[src/rtl/nand_op_sequencer.sv]
// nand_op_sequencer
//   Computes NOT/AND/OR/XOR of two WIDTH-bit operands using a single shared
//   WIDTH-bit NAND cell, one NAND evaluation per clock in EXEC.
// Ports:
//   clk, rst_n          clock, asynchronous active-low reset
//   in_valid/in_ready   operation handshake (a, b, op sampled on accept)
//   a, b                operands (b unused for NOT)
//   op                  00 NOT a, 01 AND, 10 OR, 11 XOR
//   out_valid/out_ready result handshake
//   y                   registered result
//   busy                high while an operation is in flight or unconsumed
//   nand_count          NAND evaluations since reset, wraps modulo 2^CNT_W
module nand_op_sequencer #(
  parameter int unsigned WIDTH = 4,
  parameter int unsigned CNT_W = 16
) (
  input  logic             clk,
  input  logic             rst_n,
  input  logic             in_valid,
  output logic             in_ready,
  input  logic [WIDTH-1:0] a,
  input  logic [WIDTH-1:0] b,
  input  logic [1:0]       op,
  output logic             out_valid,
  input  logic             out_ready,
  output logic [WIDTH-1:0] y,
  output logic             busy,
  output logic [CNT_W-1:0] nand_count
);

  typedef enum logic [1:0] {IDLE, EXEC, DONE} state_t;

  state_t           state, state_nx;
  logic [1:0]       step;
  logic [1:0]       op_r;
  logic [WIDTH-1:0] a_r, b_r, t_r, u_r, v_r;
  logic [WIDTH-1:0] nand_x, nand_y, nand_o;
  logic             accept;
  logic             last_step;

  assign in_ready  = (state == IDLE) && rst_n;
  assign busy      = (state != IDLE);
  assign out_valid = (state == DONE);
  assign accept    = in_valid && in_ready;
  // The op encoding equals the index of its final step (NOT 0 .. XOR 3).
  assign last_step = (step == op_r);

  // State register
  always_ff @(posedge clk or negedge rst_n) begin
    if (!rst_n) state <= IDLE;
    else        state <= state_nx;
  end

  // Next-state logic
  always_comb begin
    state_nx = state;
    case (state)
      IDLE:    if (accept)    state_nx = EXEC;
      EXEC:    if (last_step) state_nx = DONE;
      DONE:    if (out_ready) state_nx = IDLE;
      default:                state_nx = IDLE;
    endcase
  end

  // Operand mux for the shared NAND cell, selected by (op, step)
  always_comb begin
    nand_x = a_r;
    nand_y = a_r;
    case ({op_r, step})
      4'b00_00: begin nand_x = a_r; nand_y = a_r; end
      4'b01_00: begin nand_x = a_r; nand_y = b_r; end
      4'b01_01: begin nand_x = t_r; nand_y = t_r; end
      4'b10_00: begin nand_x = a_r; nand_y = a_r; end
      4'b10_01: begin nand_x = b_r; nand_y = b_r; end
      4'b10_10: begin nand_x = t_r; nand_y = u_r; end
      4'b11_00: begin nand_x = a_r; nand_y = b_r; end
      4'b11_01: begin nand_x = a_r; nand_y = t_r; end
      4'b11_10: begin nand_x = b_r; nand_y = t_r; end
      4'b11_11: begin nand_x = u_r; nand_y = v_r; end
      default:  begin nand_x = a_r; nand_y = a_r; end
    endcase
  end

  assign nand_o = ~(nand_x & nand_y);

  // Datapath: operand capture, temporaries, result and evaluation counter
  always_ff @(posedge clk or negedge rst_n) begin
    if (!rst_n) begin
      step       <= '0;
      op_r       <= '0;
      a_r        <= '0;
      b_r        <= '0;
      t_r        <= '0;
      u_r        <= '0;
      v_r        <= '0;
      y          <= '0;
      nand_count <= '0;
    end else begin
      case (state)
        IDLE: begin
          if (accept) begin
            a_r  <= a;
            b_r  <= b;
            op_r <= op;
            step <= '0;
          end
        end
        EXEC: begin
          nand_count <= nand_count + CNT_W'(1);
          if (last_step) begin
            y <= nand_o;
          end else begin
            // Intermediate results land in t/u/v by step index.
            case (step)
              2'd0:    t_r <= nand_o;
              2'd1:    u_r <= nand_o;
              default: v_r <= nand_o;
            endcase
            step <= step + 2'd1;
          end
        end
        default: ;
      endcase
    end
  end

endmodule

[config.mk]
export PLATFORM = sky130hd
export DESIGN_NAME = nand_op_sequencer
export DESIGN_NICKNAME = d
export VERILOG_FILES = /design/src/rtl/nand_op_sequencer.sv
export SDC_FILE = /design/constraint.sdc
export NUM_CORES = 1
export LEC_CHECK = 0
export BUFFER_PORTS_ARGS = -buffer_cell sky130_fd_sc_hd__buf_2
export CAP_MARGIN = 10
export CORE_MARGIN = 2
export CORE_UTILIZATION = 54
export DETAILED_ROUTE_END_ITERATION = 8
export PLACE_DENSITY = 0.86
export SKIP_CTS_REPAIR_TIMING = 1
export SYNTH_ARGS = -nofsm -noshare
export SYNTH_HDL_FRONTEND = slang
export SYNTH_SLANG_ARGS = --single-unit
[constraint.sdc]
create_clock -name clk -period 3 [get_ports clk]
set_input_delay 0.3 -clock clk [delete_from_list [all_inputs] [get_ports clk]]
set_output_delay 0.3 -clock clk [all_outputs]
set_load 0.1 [all_outputs]
==> flow_metrics.env <==
export IMPL_outcome="finished clean"
export IMPL_gp_congestion=0.869
export IMPL_netlist_area_mm2=0.00240
export IMPL_period_share_pct=76.7
export IMPL_seqCellArea_mm2=0.00115
export IMPL_numCtsBuffers=5
export IMPL_wl_um=5100
export IMPL_viasPerCell=6.04
export IMPL_cp_end_kind="register"
export IMPL_cts_root_buf="clkbuf_8"
export IMPL_p_per_area_mw_per_mm2=1200
export IMPL_fp_dieW_um=70.6
export IMPL_synth_xor_area_share_pct=6.21
export IMPL_cts_sinks=46
export IMPL_synth_most_common_cell="dfrtp_1"
export IMPL_synth_area_per_cell_um2=10.6
export IMPL_synth_simple_area_share_pct=18.8
export IMPL_synth_top_family_by_area="simple AND/OR/NAND/NOR gates"
export IMPL_drt_pass1_iterations=4
export IMPL_grtUsageTotal_pct=21.6
export IMPL_start_kind="register"
export IMPL_die_area_mm2=0.00499
export IMPL_synthTopCellsByCount="dfrtp_1, nor2_1, a31oi_1"
export IMPL_preCtsSetupSlack_ns=0.748
export IMPL_wl_per_cell_um=16.1
export IMPL_synthArstFlopShare_pct=100
export IMPL_drv_cap=0
export IMPL_power_leakage_nw=1.27
export IMPL_path_max_fanout=14
export IMPL_grt_pass1_wl_um=8510
export IMPL_drcViolationCount=0
export IMPL_clk_latency_ns=0.30
export IMPL_synth_ff_type="dfrtp_1"
export IMPL_synth_fa_ha_area_share_pct=2.61
export IMPL_yosysTopAreaCell="dfrtp_1"
export IMPL_synth_compound_area_share_pct=15.4
export IMPL_core_rowCount=24
export IMPL_ir_drop_v=0.000629
export IMPL_drive_above_1_share_pct=22.0
export IMPL_num_io_pins=37
export IMPL_routed_via_count=1909
export IMPL_syn_num_nets=246
export IMPL_drt_iter0_markers=137
export IMPL_finClkSkew_ns=0.00276
export IMPL_multi_input_area_mm2=0.00117
export IMPL_cp_required_ns=3.22
export IMPL_synth_distinct_cells=39
export IMPL_fin_setup_tns_ns=0
export IMPL_syn_inst=227
export IMPL_worst_setup_path_type="reg2reg"
export IMPL_antenna_found_initial=0
export IMPL_ys_warnings_count=0
export IMPL_dpl_cell_count=308
export IMPL_first_global_vias=1747
export IMPL_die_height_um=70.6
export IMPL_cp_arrival_ns=2.52
export IMPL_num_antenna_cells=0
export IMPL_timing_final_ws_setup_ns=0.700
export IMPL_htreeDepth=2
export IMPL_grt_overflow=0
export IMPL_drv_slew=0
export IMPL_portBuffers=36
export IMPL_synthMuxAreaShare_pct=5.69
export IMPL_layout_cells_non_filler=316
export IMPL_whs_ns=0.0872
export IMPL_synth_top_area_share_pct=48.0
export IMPL_grt_max_degree=47
export IMPL_syn2layout_area_growth_pct=13.1
export IMPL_fin_crit_ns=2.30
export IMPL_final_antenna_net_count=0
export IMPL_synth_seq_area_share_pct=48.0
export IMPL_max_slew_margin_rel_pct=49.2
export IMPL_setup_violations_final=0
export IMPL_synth_edf_count=0
export IMPL_final_nets=282
export IMPL_cts_buffer_depth=2
export IMPL_clk_pin_slew_worst_paths_ns=0.08
export IMPL_dp_hpwl_um=3630
export IMPL_ys_top_cells_by_area="dfrtp_1, mux2_2, a31oi_1, xnor2_1, nor2_1"
export IMPL_fill_cells=366
export IMPL_worstHoldPathType="in2async"
export IMPL_core_mm2=0.00432
export IMPL_hold_viol_final=0
export IMPL_worst_pin_slew_ns=0.762
export IMPL_start_util_pct=55.4
export IMPL_fmax_mhz=435
export IMPL_ys_ff_latch=46
export IMPL_rsz0062_at_grt="no"
export IMPL_tritoncts="built"
[cells in the final DEF, fill, tap and decap left out, types with 2 or more instances in the layout]
cell,Yosys,layout
nand4_1,8,8
nand2_1,12,12
o2bb2ai_1,2,2
clkbuf_8,0,5
a21o_1,2,2
buf_2,1,36
mux2_2,9,9
and3b_1,5,5
and3_1,5,5
a22oi_1,2,2
nor2b_1,7,7
mux2i_1,2,2
o211a_1,3,3
dfrtp_1,46,46
inv_1,6,6
and4_1,2,2
a32oi_1,4,4
and2_1,2,2
o21ai_0,12,12
nor2_1,23,23
a31oi_1,16,16
a221o_1,4,4
nand3_1,9,9
xnor2_1,10,10
ha_1,5,5
a32o_1,4,4
xor2_1,7,7
nand2b_1,3,3
[cell type report]
type	instances	share of cell area, %
sequential	46	42.5
clock buffer	6	2.68
inverter	6	0.831
timing repair buffer	37	6.92
tap	52	2.40
multi-input combinational	167	43.3
clock inverter	2	1.38
[flip-flops by register name, summed over array words and instances (netlist names)]
name and count:
u_r 4, nand_count 16, op_r 2, a_r 4, b_r 4, t_r 4, step 2, v_r 4
y 4, state 2
[power breakdown]
group          internal (mW)  switching [mW]
logic                  0.514            1.15
clock network          0.248           0.205
registers              0.833           0.295
[cells by family (layout without fill, tap and decap cells)]
| logic type | count (synthesis) | after routing |
|---|---|---|
| simple gates | 82 | 82 |
| compound gates | 51 | 51 |
| flops | 46 | 46 |
| xor+xnor | 17 | 17 |
| buf+inv | 14 | 51 |
| mux | 12 | 12 |
| fa+ha+maj | 5 | 5 |
[worst max-delay path, cell delays in order, from the launching register on]
cell and delay (ns):
dfrtp_1 0.45, inv_1 0.12, ha_1 0.45, o21ai_2 0.17, a211o_1 0.41, a221o_1 0.42
a31oi_1 0.20
[stage by stage]
| stage | total power, mW | area (um^2) | util [%] |
|---|---|---|---|
| 3_3_place_gp | 2.73 | 2600 | 60.2 |
| 6_report | 3.25 | 2710 | 62.7 |
| 3_5_place_dp | 2.78 | 2600 | 60.2 |
| 4_1_cts | 3.24 | 2710 | 62.7 |
| 2_1_floorplan | 2.48 | 2400 | - |
| 5_1_grt | 3.43 | 2710 | 62.7 |
[routing by layer]
metal  GRT usage (%)  vias to the layer above  wire length [um]
met1            30.1                      910              2280
met2            33.6                       84              2400
met3            4.42                        8               344
met4            8.60                        0                72
met5               0                        -                 0
li1                -                      907                 -
[path summary, 6_finish.rpt]
check / start / end / slack, ns / cells after the start
max: step[0] / v_r[1] / 0.70 / 6
min: rst_n / nand_count[5] / 0.09 / 2
max reg2reg: step[0] / v_r[1] / 0.70 / 6
min reg2reg: nand_count[15] / nand_count[15] / 0.47 / 1
max in group asynchronous: rst_n / y[1] / 2.53 / 2
min in group clk: op[0] / op_r[0] / 0.21 / 3
Note: power is estimated with default switching activity, not from simulation.
